==> src/rtl/pattern_pwm_if.sv <==
// rtl/pattern_pwm_if.sv - start/pattern request and serial output bundle for pattern_pwm
interface pattern_pwm_if #(
  parameter int _PAT_WIDTH = 16
);
  logic                  pwm_en;
  logic [7:0]            duty_num;
  logic [_PAT_WIDTH-1:0] PAT;
  logic                  pwm_out;
  logic                  busy;
  logic                  valid;

  modport master (
    output pwm_en, duty_num, PAT,
    input  pwm_out, busy, valid
  );

  modport slave (
    input  pwm_en, duty_num, PAT,
    output pwm_out, busy, valid
  );
endinterface

==> src/rtl/pattern_pwm.sv <==
// rtl/pattern_pwm.sv - serialises a latched pattern MSB first, each bit held duty_num+1 clocks
module pattern_pwm #(
  parameter int _PAT_WIDTH = 16
) (
  input  logic          clk,
  input  logic          rst,
  pattern_pwm_if.slave  bus
);
  localparam int BW = (_PAT_WIDTH > 1) ? $clog2(_PAT_WIDTH) : 1;

  typedef enum logic [1:0] {IDLE, RUN, DONE} state_t;

  state_t                r_state;
  logic [_PAT_WIDTH-1:0] r_pat;
  logic [7:0]            r_duty;
  logic [7:0]            r_hold;
  logic [BW-1:0]         r_bit;
  logic                  r_pwm_out;
  logic                  r_busy;
  logic                  r_valid;

  state_t                w_state;
  logic [_PAT_WIDTH-1:0] w_pat;
  logic [7:0]            w_duty;
  logic [7:0]            w_hold;
  logic [BW-1:0]         w_bit;
  logic                  w_pwm_out;
  logic                  w_busy;
  logic                  w_valid;

  // Outputs are computed for the next state and registered, so they never see inputs combinationally
  always_comb begin
    w_state   = r_state;
    w_pat     = r_pat;
    w_duty    = r_duty;
    w_hold    = r_hold;
    w_bit     = r_bit;
    w_pwm_out = 1'b0;
    w_busy    = 1'b0;
    w_valid   = 1'b0;
    case (r_state)
      IDLE: begin
        if (bus.pwm_en) begin
          w_state   = RUN;
          w_pat     = bus.PAT;
          w_duty    = bus.duty_num;
          w_hold    = 8'd0;
          w_bit     = BW'(_PAT_WIDTH - 1);
          w_pwm_out = bus.PAT[_PAT_WIDTH-1];
          w_busy    = 1'b1;
        end
      end
      RUN: begin
        w_busy    = 1'b1;
        w_pwm_out = r_pwm_out;
        if (r_hold == r_duty) begin
          w_hold = 8'd0;
          if (r_bit == '0) begin
            w_state   = DONE;
            w_busy    = 1'b0;
            w_pwm_out = 1'b0;
            w_valid   = 1'b1;
          end else begin
            w_bit     = r_bit - BW'(1);
            w_pwm_out = r_pat[w_bit];
          end
        end else begin
          w_hold = r_hold + 8'd1;
        end
      end
      DONE: begin
        w_state = IDLE;
      end
      default: begin
        w_state = IDLE;
      end
    endcase
  end

  always_ff @(posedge clk or posedge rst) begin
    if (rst) begin
      r_state   <= IDLE;
      r_pat     <= '0;
      r_duty    <= 8'd0;
      r_hold    <= 8'd0;
      r_bit     <= '0;
      r_pwm_out <= 1'b0;
      r_busy    <= 1'b0;
      r_valid   <= 1'b0;
    end else begin
      r_state   <= w_state;
      r_pat     <= w_pat;
      r_duty    <= w_duty;
      r_hold    <= w_hold;
      r_bit     <= w_bit;
      r_pwm_out <= w_pwm_out;
      r_busy    <= w_busy;
      r_valid   <= w_valid;
    end
  end

  assign bus.pwm_out = r_pwm_out;
  assign bus.busy    = r_busy;
  assign bus.valid   = r_valid;
endmodule

==> src/flat_wrapper.sv <==
// flat-port wrapper written by rule: the top's interface ports become plain ports
module pattern_pwm_flat 
#(
  parameter int _PAT_WIDTH = 16
)
  (clk, rst, bus_pwm_en, bus_duty_num, bus_PAT, bus_pwm_out, bus_busy, bus_valid);
  pattern_pwm_if #(._PAT_WIDTH(_PAT_WIDTH)) bus_i ();
  input  logic clk;
  input  logic rst;
  input wire logic [$bits(bus_i.pwm_en)-1:0] bus_pwm_en;
  input wire logic [$bits(bus_i.duty_num)-1:0] bus_duty_num;
  input wire logic [$bits(bus_i.PAT)-1:0] bus_PAT;
  output wire logic [$bits(bus_i.pwm_out)-1:0] bus_pwm_out;
  output wire logic [$bits(bus_i.busy)-1:0] bus_busy;
  output wire logic [$bits(bus_i.valid)-1:0] bus_valid;
  assign bus_i.pwm_en = bus_pwm_en;
  assign bus_i.duty_num = bus_duty_num;
  assign bus_i.PAT = bus_PAT;
  assign bus_pwm_out = bus_i.pwm_out;
  assign bus_busy = bus_i.busy;
  assign bus_valid = bus_i.valid;
  pattern_pwm #(._PAT_WIDTH(_PAT_WIDTH)) u_core (.clk(clk), .rst(rst), .bus(bus_i));
endmodule
==> config.mk <==
export PLATFORM = sky130hd
export DESIGN_NAME = pattern_pwm_flat
export DESIGN_NICKNAME = d
export VERILOG_FILES = /design/src/rtl/pattern_pwm_if.sv /design/src/rtl/pattern_pwm.sv /design/src/flat_wrapper.sv
export SDC_FILE = /design/constraint.sdc
export NUM_CORES = 1
export LEC_CHECK = 0
export BUFFER_PORTS_ARGS = -buffer_cell sky130_fd_sc_hd__buf_2
export CAP_MARGIN = 10
export CORE_ASPECT_RATIO = 0.6
export CORE_MARGIN = 2
export CORE_UTILIZATION = 55
export CTS_CLUSTER_SIZE = 28
export DETAILED_ROUTE_END_ITERATION = 6
export PLACE_DENSITY = 0.87
export SYNTH_ARGS = -nofsm -noshare
export SYNTH_HDL_FRONTEND = slang
export SYNTH_SLANG_ARGS = --single-unit
==> constraint.sdc <==
create_clock -name clk -period 4.6 [get_ports clk]
set_input_delay 0.92 -clock clk [delete_from_list [all_inputs] [get_ports clk]]
set_output_delay 0.92 -clock clk [all_outputs]
set_load 0.05 [all_outputs]
==> results.json, run 1 <==
{
  "switching_power_uw": 332,
  "synth_simple_gate_area_share_pct": 10.9,
  "synthCells": 159,
  "dp_hpwl_um": 2840,
  "drive_above_1_share_pct": 21.2,
  "cts_sinks": 41,
  "multi_input_area_sq_um": 928,
  "cts_max_level": 2,
  "post_cts_buffers": 0,
  "cts_buffers": 5,
  "grt_pass1_wl_um": 6390,
  "dp_cells": 230,
  "fin_crit_ns": 2.16,
  "clockBufferDepth": 2,
  "seqPwrFrac_pct": 49.9,
  "drtAntennaViolNets": 0,
  "vias": 1374,
  "total_power_uw": 999,
  "viasPerCell": 5.77,
  "diodes": 0,
  "seq_area_sq_um": 1030,
  "r2r_cells": 5,
  "yosysTopAreaCell": "dfrtp_1",
  "fin_cells": 238,
  "fmaxAchievable_ghz": 0.463,
  "vdd_drop_max_mv": 0.244,
  "finalSetupViolCount": 0,
  "p_int_uw": 668,
  "rsz0062_at_grt": "false",
  "fin_nets": 221,
  "final_common_cell": "dfrtp_1",
  "synthMuxAreaShare_pct": 20.8,
  "status": "finished, final reports clean",
  "synth_top_family_by_area": "multiplexers",
  "cts_tree": "yes",
  "synth_edf_count": 0,
  "drc": 0,
  "post-route-period-util_pct": 47.0,
  "synth_warnings": 0,
  "cp_max_fo": 12,
  "syn_nets": 188,
  "seq_area_frac_synth_pct": 51.3,
  "cp.arrival_ns": 2.34,
  "power_density_nw_per_um2": 441,
  "final_cell_mix": "41 x dfrtp_1, 29 x buf_2, 24 x mux2_1",
  "max_slew_margin_pct": 39.4,
  "die_h_um": 50.7,
  "fillers": 244,
  "drt_iter0_drc": 107,
  "dieWidth_um": 81.9,
  "numPortBuffers": 29,
  "synthXorXnorAreaFrac_pct": 5.69,
  "fp.coreArea_sq_um": 3360,
  "swShare_pct": 33.2,
  "grt_max_degree": 42,
  "hold_viol": 0,
  "critPathLaunchType": "flop",
  "wirelength_um": 3880,
  "syn_to_final_growth_pct": 13.4,
  "holdPathStages": 1,
  "first_pass_iters": 4,
  "dieArea_sq_um": 4150,
  "clk_latency_ns": 0.29,
  "grt-ovfl-total": 0,
  "grt_pass1_vias": 1327,
  "max_slew.worst_pin.slew_ns": 0.903,
  "min_path_type": "flop to flop",
  "synth_flop_cell": "dfrtp_1",
  "ios": 30,
  "clock_skew_ns": 0.00890,
  "cp_data_required_time_ns": 4.78,
  "synth_top_area_share_pct": 51.3,
  "whs_ns": 0.486,
  "start_util_pct": 59.5,
  "drv_cap": 0,
  "clkPwrFrac_pct": 22.8,
  "synth_area_sq_um": 2000,
  "combinationalPowerShare_pct": 27.3,
  "wl_per_cell_um": 16.3,
  "async_reset_ff_share_pct": 100,
  "antenna_found_initial": 0,
  "grtUsageTotal_pct": 20.7,
  "synthAdderAreaFrac_pct": 1.25,
  "clockRootBuffer": "clkbuf_8",
  "slew_violations": 0,
  "synth_compound_area_share_pct": 7.69,
  "ys_top_cells_by_area": "dfrtp_1 51%, mux2_1 14%, mux4_1 5.3%",
  "synth_cell_type_count": 35,
  "ctsHoldBuffers": 0,
  "path_clk_slew_ns": 0.08,
  "cts_resized": 0,
  "cp-end-kind": "flop",
  "setup.worst_path.class": "flop to flop",
  "rows": 16,
  "p_leak_nw": 1.07,
  "place_congestion": 0.796,
  "ys_seq_elements": 41,
  "tns_ns": 0,
  "synth_area_per_cell_sq_um": 12.6
}
[cell families after synthesis]
group / Yosys count
muxes: 32
buffers and inverters: 9
AOI/OAI and AO/OA: 23
DFF: 41
and+or+nand+nor: 39
adders and majority gates: 2
xor gates and xnor gates: 13
[cells in the mapped netlist (5+ instances only)]
cell and n:
dfrtp_1 41, mux2_1 24, nor2_1 9, xnor2_1 9, a21oi_1 6, nand2_1 6
o21ai_1 5
[per-layer routing]
metal  vias to the layer above  global-route usage, %  part of all wire, %
li1                        637                      -                    -
met1                       687                   30.8                   47
met2                        44                   29.8                   46
met3                         6                   6.83                  6.3
met4                         0                   3.89                 0.80
met5                         -                      0                    0
[path summary, 6_finish.rpt]
| kind | from | to | slack, ns |
|---|---|---|---|
| worst max-delay path | u_core.r_hold[4] | u_core.r_hold[4] | 2.44 |
| worst min-delay path | u_core.r_pat[14] | u_core.r_pat[14] | 0.49 |
| worst max register to register | u_core.r_hold[4] | u_core.r_hold[4] | 2.44 |
| worst min register to register | u_core.r_pat[14] | u_core.r_pat[14] | 0.49 |
| max in group asynchronous | rst | u_core.r_duty[0] | 3.49 |
| min in group asynchronous | rst | u_core.r_pat[1] | 0.74 |
[power groups by stage]
stage	clock (mW)	combinational [mW]	sequential, mW
floorplan	0	0.220	0.483
global placement	0	0.258	0.496
detailed placement	0	0.273	0.502
CTS	0.231	0.273	0.495
global route	0.248	0.303	0.507
finish	0.228	0.273	0.498
[registers in the layout, summed over array words and instances, names as in the netlist]
register,count
u_core.r_duty,8
u_core.bus.valid,1
u_core.r_state,2
u_core.r_pat,16
u_core.bus.busy,1
u_core.r_bit,4
u_core.r_hold,8
u_core.bus.pwm_out,1
[critical path, stage by stage (launching register included)]
cell and delay (ns):
dfrtp_1 0.46, xnor2_1 0.18, nand4_1 0.21, o21ai_1 0.77, o21ai_1 0.16, a22o_1 0.26
[layout make-up]
type / count / area share [%]
Multi-Input combinational cell: 109 / 40.9
Inverter: 4 / 0.662
Clock inverter: 2 / 0.441
Sequential cell: 41 / 45.2
Timing Repair Buffer: 31 / 7.06
Clock buffer: 6 / 3.20
Tap cell: 45 / 2.48
[through the flow]
| step | cell area, sq um | worst slack [ns] | util (%) |
|---|---|---|---|
| final | 2270 | 2.44 | 67.4 |
| after detailed placement | 2190 | 2.40 | 65.0 |
| after global placement | 2190 | 2.46 | 65.0 |
| after global routing | 2270 | 2.28 | 67.4 |
| after CTS | 2270 | 2.47 | 67.4 |
| after floorplan | 2000 | 2.62 | - |
No activity file was read; power rests on OpenSTA's default activity.
==> run 2, diff against run 1 <==
==> constraint.sdc (replaced) <==
create_clock -name clk -period 2.2 [get_ports clk]
set_input_delay 0.44 -clock clk [delete_from_list [all_inputs] [get_ports clk]]
set_output_delay 0.44 -clock clk [all_outputs]
set_load 0.05 [all_outputs]
==> run 2 against run 1 <==
Compared with the run above:
- highest routed layer unchanged
- critical path type unchanged
- clock skew is 0.0033 ns higher
- first-iteration DRC count is 23% higher
- sequential power is 100% higher
- via count is 2.3% higher
- largest cell class unchanged
- register-to-register slack worse by 2.2 ns
- die area stayed put
- non-clock buffer count is 4 higher
- combinational power is 120% higher
- final cell count is 1.7% higher
- setup slack worse by 2.2 ns
- worst hold slack worse by 0.24 ns
- clock power is 130% higher
==> results.json, run 2 (same netlist as run 1, synthesis figures left out) <==
{
  "status": "finished, final reports clean",
  "grt_pass1_wl_um": 7050,
  "cp_data_required_time_ns": 2.39,
  "grt_pass1_vias": 1429,
  "min_path_type": "input pin to async pin",
  "seqPwrFrac_pct": 47.3,
  "rrSetupSlack_ns": 0.28,
  "fillers": 223,
  "finalSetupViolCount": 0,
  "dp_hpwl_um": 3080,
  "switching_power_uw": 716,
  "fp.coreArea_sq_um": 3360,
  "r2r-end": "u_core.bus.pwm_out",
  "antenna_found_initial": 0,
  "combinationalPowerShare_pct": 28.4,
  "grt-ovfl-total": 0,
  "cp_cell_sequence": "inv_1 -> ha_1 -> or3b_1 -> nand2_1 -> and2b_1 -> a221oi_2 -> o2bb2ai_1",
  "first_pass_iters": 4,
  "dieWidth_um": 81.9,
  "cp.arrival_ns": 2.11,
  "setup.worst_path.class": "flop to flop",
  "start_util_pct": 59.5,
  "cp_max_fo": 4,
  "hold_viol": 0,
  "p_int_mw": 1.44,
  "cts_max_level": 2,
  "fin_crit_ns": 1.92,
  "grt_max_degree": 42,
  "cp_slowest_stage_delay_ns": 0.43,
  "largest_registers": "u_core.r_pat x16, u_core.r_duty x8, u_core.r_hold x8",
  "ios": 30,
  "dieArea_sq_um": 4150,
  "p_leak_nw": 1.09,
  "max_slew_margin_pct": 66.9,
  "clockBufferDepth": 2,
  "wl_per_cell_um": 17.0,
  "fin_nets": 225,
  "drt_iter0_drc": 132,
  "r2r_cells": 7,
  "vdd_drop_max_mv": 0.569,
  "syn_to_final_growth_pct": 15.6,
  "crit_start": "u_core.r_bit[1]",
  "critical_path.endpoint": "u_core.bus.pwm_out",
  "utilization_pct": 68.8,
  "cts_resized": 0,
  "place_congestion": 0.891,
  "clkPwrFrac_pct": 24.3,
  "clock_skew_ns": 0.0122,
  "vias": 1405,
  "rows": 16,
  "cts_sinks": 41,
  "critPathLaunchType": "flop",
  "wirelength_um": 4120,
  "cts_buffers": 5,
  "cp-end-kind": "flop",
  "slew_violations": 0,
  "viasPerCell": 5.81,
  "grtUsageTotal_pct": 23.6,
  "cts_tree": "yes",
  "fmaxAchievable_ghz": 0.522,
  "largest-register": "u_core.r_pat",
  "swShare_pct": 33.2,
  "drtAntennaViolNets": 0,
  "tns_ns": 0,
  "die_h_um": 50.7,
  "r2r-start": "u_core.r_bit[1]",
  "path_clk_slew_ns": 0.08,
  "drv_cap": 0,
  "final_common_cell": "dfrtp_1",
  "final_cell_mix": "41 x dfrtp_1, 29 x buf_2, 24 x mux2_1",
  "clockRootBuffer": "clkbuf_8",
  "post-route-period-util_pct": 87.1,
  "drc": 0,
  "cp_slowest_cell": "or3b_1",
  "rsz0062_at_grt": "false",
  "ctsHoldBuffers": 0,
  "post_cts_buffers": 0,
  "power_density_nw_per_um2": 934,
  "clk_latency_ns": 0.30,
  "diodes": 0,
  "drive_above_1_share_pct": 23.4,
  "largest_register_ffs": 16,
  "max_slew.worst_pin.slew_ns": 0.496,
  "numPortBuffers": 29
}
==> run 2: cell types whose count changed in the layout (fill, tap and decap cells not counted), sizes merged <==
cell	delta
buf	+4
==> run 2: power by group through the flow <==
| stage | Combinational (mW) | Clock, mW | Sequential [mW] |
|---|---|---|---|
| floorplan | 0.461 | 0 | 1.01 |
| global placement | 0.557 | 0 | 1.02 |
| detailed placement | 0.603 | 0 | 1.03 |
| CTS | 0.610 | 0.527 | 1.02 |
| global route | 0.669 | 0.564 | 1.04 |
| finish | 0.614 | 0.524 | 1.02 |
==> run 2: worst min-delay path by stage <==
stage,from,endpoint,cells after the start
after detailed placement,u_core.r_pat[12],u_core.r_pat[12],1
after floorplan,u_core.r_pat[10],u_core.r_pat[10],1
after CTS,rst,u_core.r_duty[1],3
final,rst,u_core.r_bit[1],3
after global placement,u_core.r_pat[9],u_core.r_pat[9],1
after global routing,rst,u_core.r_hold[7],3
==> run 2: critical path, delay by kind of cell (launching register included) <==
family	cells	cell delay [ns]
simple gates	3	0.76
flops	1	0.42
compound gates	2	0.34
fa+ha+maj	1	0.22
buf+inv	1	0.07
==> run 2: per-stage QoR <==
step | power, mW | cells | cell area [sq um] | hold WS [ns] | setup WS [ns]
after global routing | 2.27 | 242 | 2310 | 0.299 | 0.195
after CTS | 2.15 | 242 | 2310 | 0.265 | 0.306
after global placement | 1.58 | 234 | 2220 | 0.466 | 0.444
after floorplan | 1.47 | 159 | 2000 | 0.449 | 0.385
after detailed placement | 1.63 | 234 | 2220 | 0.475 | 0.323
final | 2.16 | 242 | 2310 | 0.244 | 0.284
==> run 2: routing by layer <==
layer | wire length, um | vias to the layer above | global-route usage, % | share of wire [%]
li1 | - | 646 | - | -
met1 | 1900 | 684 | 33.2 | 46
met5 | 0 | - | 0 | 0
met2 | 1810 | 57 | 32.8 | 44
met3 | 273 | 18 | 7.19 | 6.6
met4 | 131 | 0 | 12.2 | 3.2
==> run 2: layout make-up <==
| type | count | area (sq um) | share of cell area (%) |
|---|---|---|---|
| clock inverter | 2 | 13.8 | 0.595 |
| sequential | 41 | 1030 | 44.4 |
| tap | 45 | 56.3 | 2.44 |
| clock buffer | 6 | 82.6 | 3.57 |
| inverter | 4 | 15.0 | 0.649 |
| timing repair buffer | 35 | 190 | 8.23 |
| multi-input combinational | 109 | 928 | 40.2 |
==> run 3, diff against run 2 <==
--- a/config.mk
+++ b/config.mk
@@ -6,13 +6,13 @@
 export NUM_CORES = 1
 export LEC_CHECK = 0
 export BUFFER_PORTS_ARGS = -buffer_cell sky130_fd_sc_hd__buf_2
-export CAP_MARGIN = 10
+export CAP_MARGIN = 20
 export CORE_ASPECT_RATIO = 0.6
 export CORE_MARGIN = 2
-export CORE_UTILIZATION = 55
+export CORE_UTILIZATION = 40
 export CTS_CLUSTER_SIZE = 28
 export DETAILED_ROUTE_END_ITERATION = 6
-export PLACE_DENSITY = 0.87
+export PLACE_DENSITY = 0.69
 export SYNTH_ARGS = -nofsm -noshare
 export SYNTH_HDL_FRONTEND = slang
 export SYNTH_SLANG_ARGS = --single-unit
==> run 3 against run 2 <==
Compared with the run above:
- critical path depth fell by 1
- final area rose by 2.7%
- global-route usage fell by 8.3 points
- wire length fell by 9.0%
- clock skew fell by 0.0025 ns
- via count fell by 6.6%
- clock power rose by 17%
- largest power group unchanged
- critical path type unchanged
- power rose by 3.3%
- largest cell class unchanged
==> results.json, run 3 (same netlist as run 1, synthesis figures left out) <==
{
  "post-route-period-util_pct": 86.4,
  "cts_max_level": 2,
  "fp.coreArea_sq_um": 4680,
  "die_h_um": 58.8,
  "syn_to_final_growth_pct": 18.6,
  "antenna_found_initial": 0,
  "slew_violations": 0,
  "grt-ovfl-total": 0,
  "multi_input_area_sq_um": 928,
  "path_clk_slew_ns": 0.09,
  "max_slew.worst_pin.slew_ns": 0.546,
  "clock_skew_ns": 0.00971,
  "dieWidth_um": 95.3,
  "grt_pass1_vias": 1271,
  "drv_cap": 0,
  "seqPwrFrac_pct": 45.4,
  "cp_slowest_stage_delay_ns": 0.40,
  "cp.arrival_ns": 2.08,
  "diodes": 0,
  "max_slew_margin_pct": 63.5,
  "clk_latency_ns": 0.29,
  "final_cell_mix": "41 x dfrtp_1, 29 x buf_2, 24 x mux2_1",
  "fillers": 418,
  "status": "finished, final reports clean",
  "fin_nets": 226,
  "clockBufferDepth": 2,
  "wl_per_cell_um": 14.4,
  "dieArea_sq_um": 5600,
  "r2r-end": "u_core.bus.pwm_out",
  "power_density_nw_per_um2": 940,
  "p_leak_nw": 1.10,
  "cp_data_required_time_ns": 2.38,
  "finalSetupViolCount": 0,
  "drive_above_1_share_pct": 23.7,
  "largest-register": "u_core.r_pat",
  "grt_pass1_wl_um": 6380,
  "min_path_type": "input pin to async pin",
  "cts_tree": "yes",
  "numPortBuffers": 29,
  "whs_ns": 0.255,
  "drt_iter0_drc": 74,
  "cts_resized": 0,
  "cts_buffers": 5,
  "rows": 19,
  "fin_crit_ns": 1.90,
  "r2r-start": "u_core.r_bit[1]",
  "cp_max_fo": 5,
  "cp_cell_sequence": "inv_1 -> ha_1 -> mux4_1 -> mux2_2 -> a221oi_2 -> o2bb2ai_1",
  "largest_registers": "u_core.r_pat x16, u_core.r_duty x8, u_core.r_hold x8",
  "setup.worst_path.class": "flop to flop",
  "seq_area_sq_um": 1030,
  "wirelength_um": 3750,
  "cp-end-kind": "flop",
  "clkPwrFrac_pct": 27.5,
  "p_int_mw": 1.53,
  "largest_register_ffs": 16,
  "cp_slowest_cell": "dfrtp_1",
  "grt_max_degree": 42,
  "cts_sinks": 41,
  "rrSetupSlack_ns": 0.30,
  "final_common_cell": "dfrtp_1",
  "tns_ns": 0,
  "vdd_drop_max_mv": 0.443,
  "switching_power_uw": 702,
  "r2r_cells": 6,
  "hold_viol": 0,
  "drtAntennaViolNets": 0,
  "utilization_pct": 50.7,
  "ctsHoldBuffers": 0,
  "dp_hpwl_um": 2780,
  "first_pass_iters": 4,
  "drc": 0,
  "vias": 1312,
  "combinationalPowerShare_pct": 27.1,
  "grtUsageTotal_pct": 15.3,
  "place_congestion": 0.797,
  "ios": 30,
  "fmaxAchievable_ghz": 0.526,
  "post_cts_buffers": 0,
  "start_util_pct": 42.7,
  "clockRootBuffer": "clkbuf_8",
  "swShare_pct": 31.4,
  "rsz0062_at_grt": "false",
  "critPathLaunchType": "flop",
  "viasPerCell": 5.03
}
-- run 3: worst max-delay path: cells and delay by family, from the launching register on --
| family | cells | cell delay (ns) |
|---|---|---|
| buf+inv | 1 | 0.06 |
| mux | 2 | 0.64 |
| compound gates | 2 | 0.29 |
| fa+ha+maj | 1 | 0.38 |
| flops | 1 | 0.40 |
-- run 3: power by group through the flow --
stage	registers (mW)	logic (mW)	clock network, mW
global placement	1.02	0.585	0
floorplan	1.01	0.461	0
CTS	1.01	0.608	0.628
global route	1.03	0.670	0.667
detailed placement	1.02	0.606	0
finish	1.01	0.604	0.615
-- run 3: area by class of cell --
class | instances | share of cell area [%]
clock inverter | 3 | 1.95
clock buffer | 5 | 2.90
multi-input combinational | 109 | 39.1
sequential | 41 | 43.2
tap | 63 | 3.32
inverter | 4 | 0.633
timing repair buffer | 36 | 8.86
-- run 3: per-layer routing --
metal	global-route usage [%]	vias up	routed length [um]
li1	-	649	-
met1	24.6	619	2050
met2	19.4	42	1430
met3	4.74	2	250
met4	3.73	0	12
met5	0	-	0
-- run 3: worst max path at each step --
stage / from / to / cells past startpoint
2_1_floorplan: u_core.r_bit[0] / u_core.bus.pwm_out / 8
3_3_place_gp: u_core.r_bit[1] / u_core.bus.pwm_out / 6
3_5_place_dp: u_core.r_bit[1] / u_core.bus.pwm_out / 6
4_1_cts: u_core.r_bit[1] / u_core.bus.pwm_out / 6
5_1_grt: u_core.r_bit[1] / u_core.bus.pwm_out / 6
6_report: u_core.r_bit[1] / u_core.bus.pwm_out / 6
-- run 3: stage by stage --
step                      std cells  cell area, sq um  setup slack (ns)  total power, mW
after global placement          253              2260             0.371             1.60
final                           261              2370             0.300             2.23
after global routing            261              2370             0.203             2.37
after CTS                       261              2370             0.294             2.25
after floorplan                 159              2000             0.385             1.47
after detailed placement        253              2260             0.324             1.63
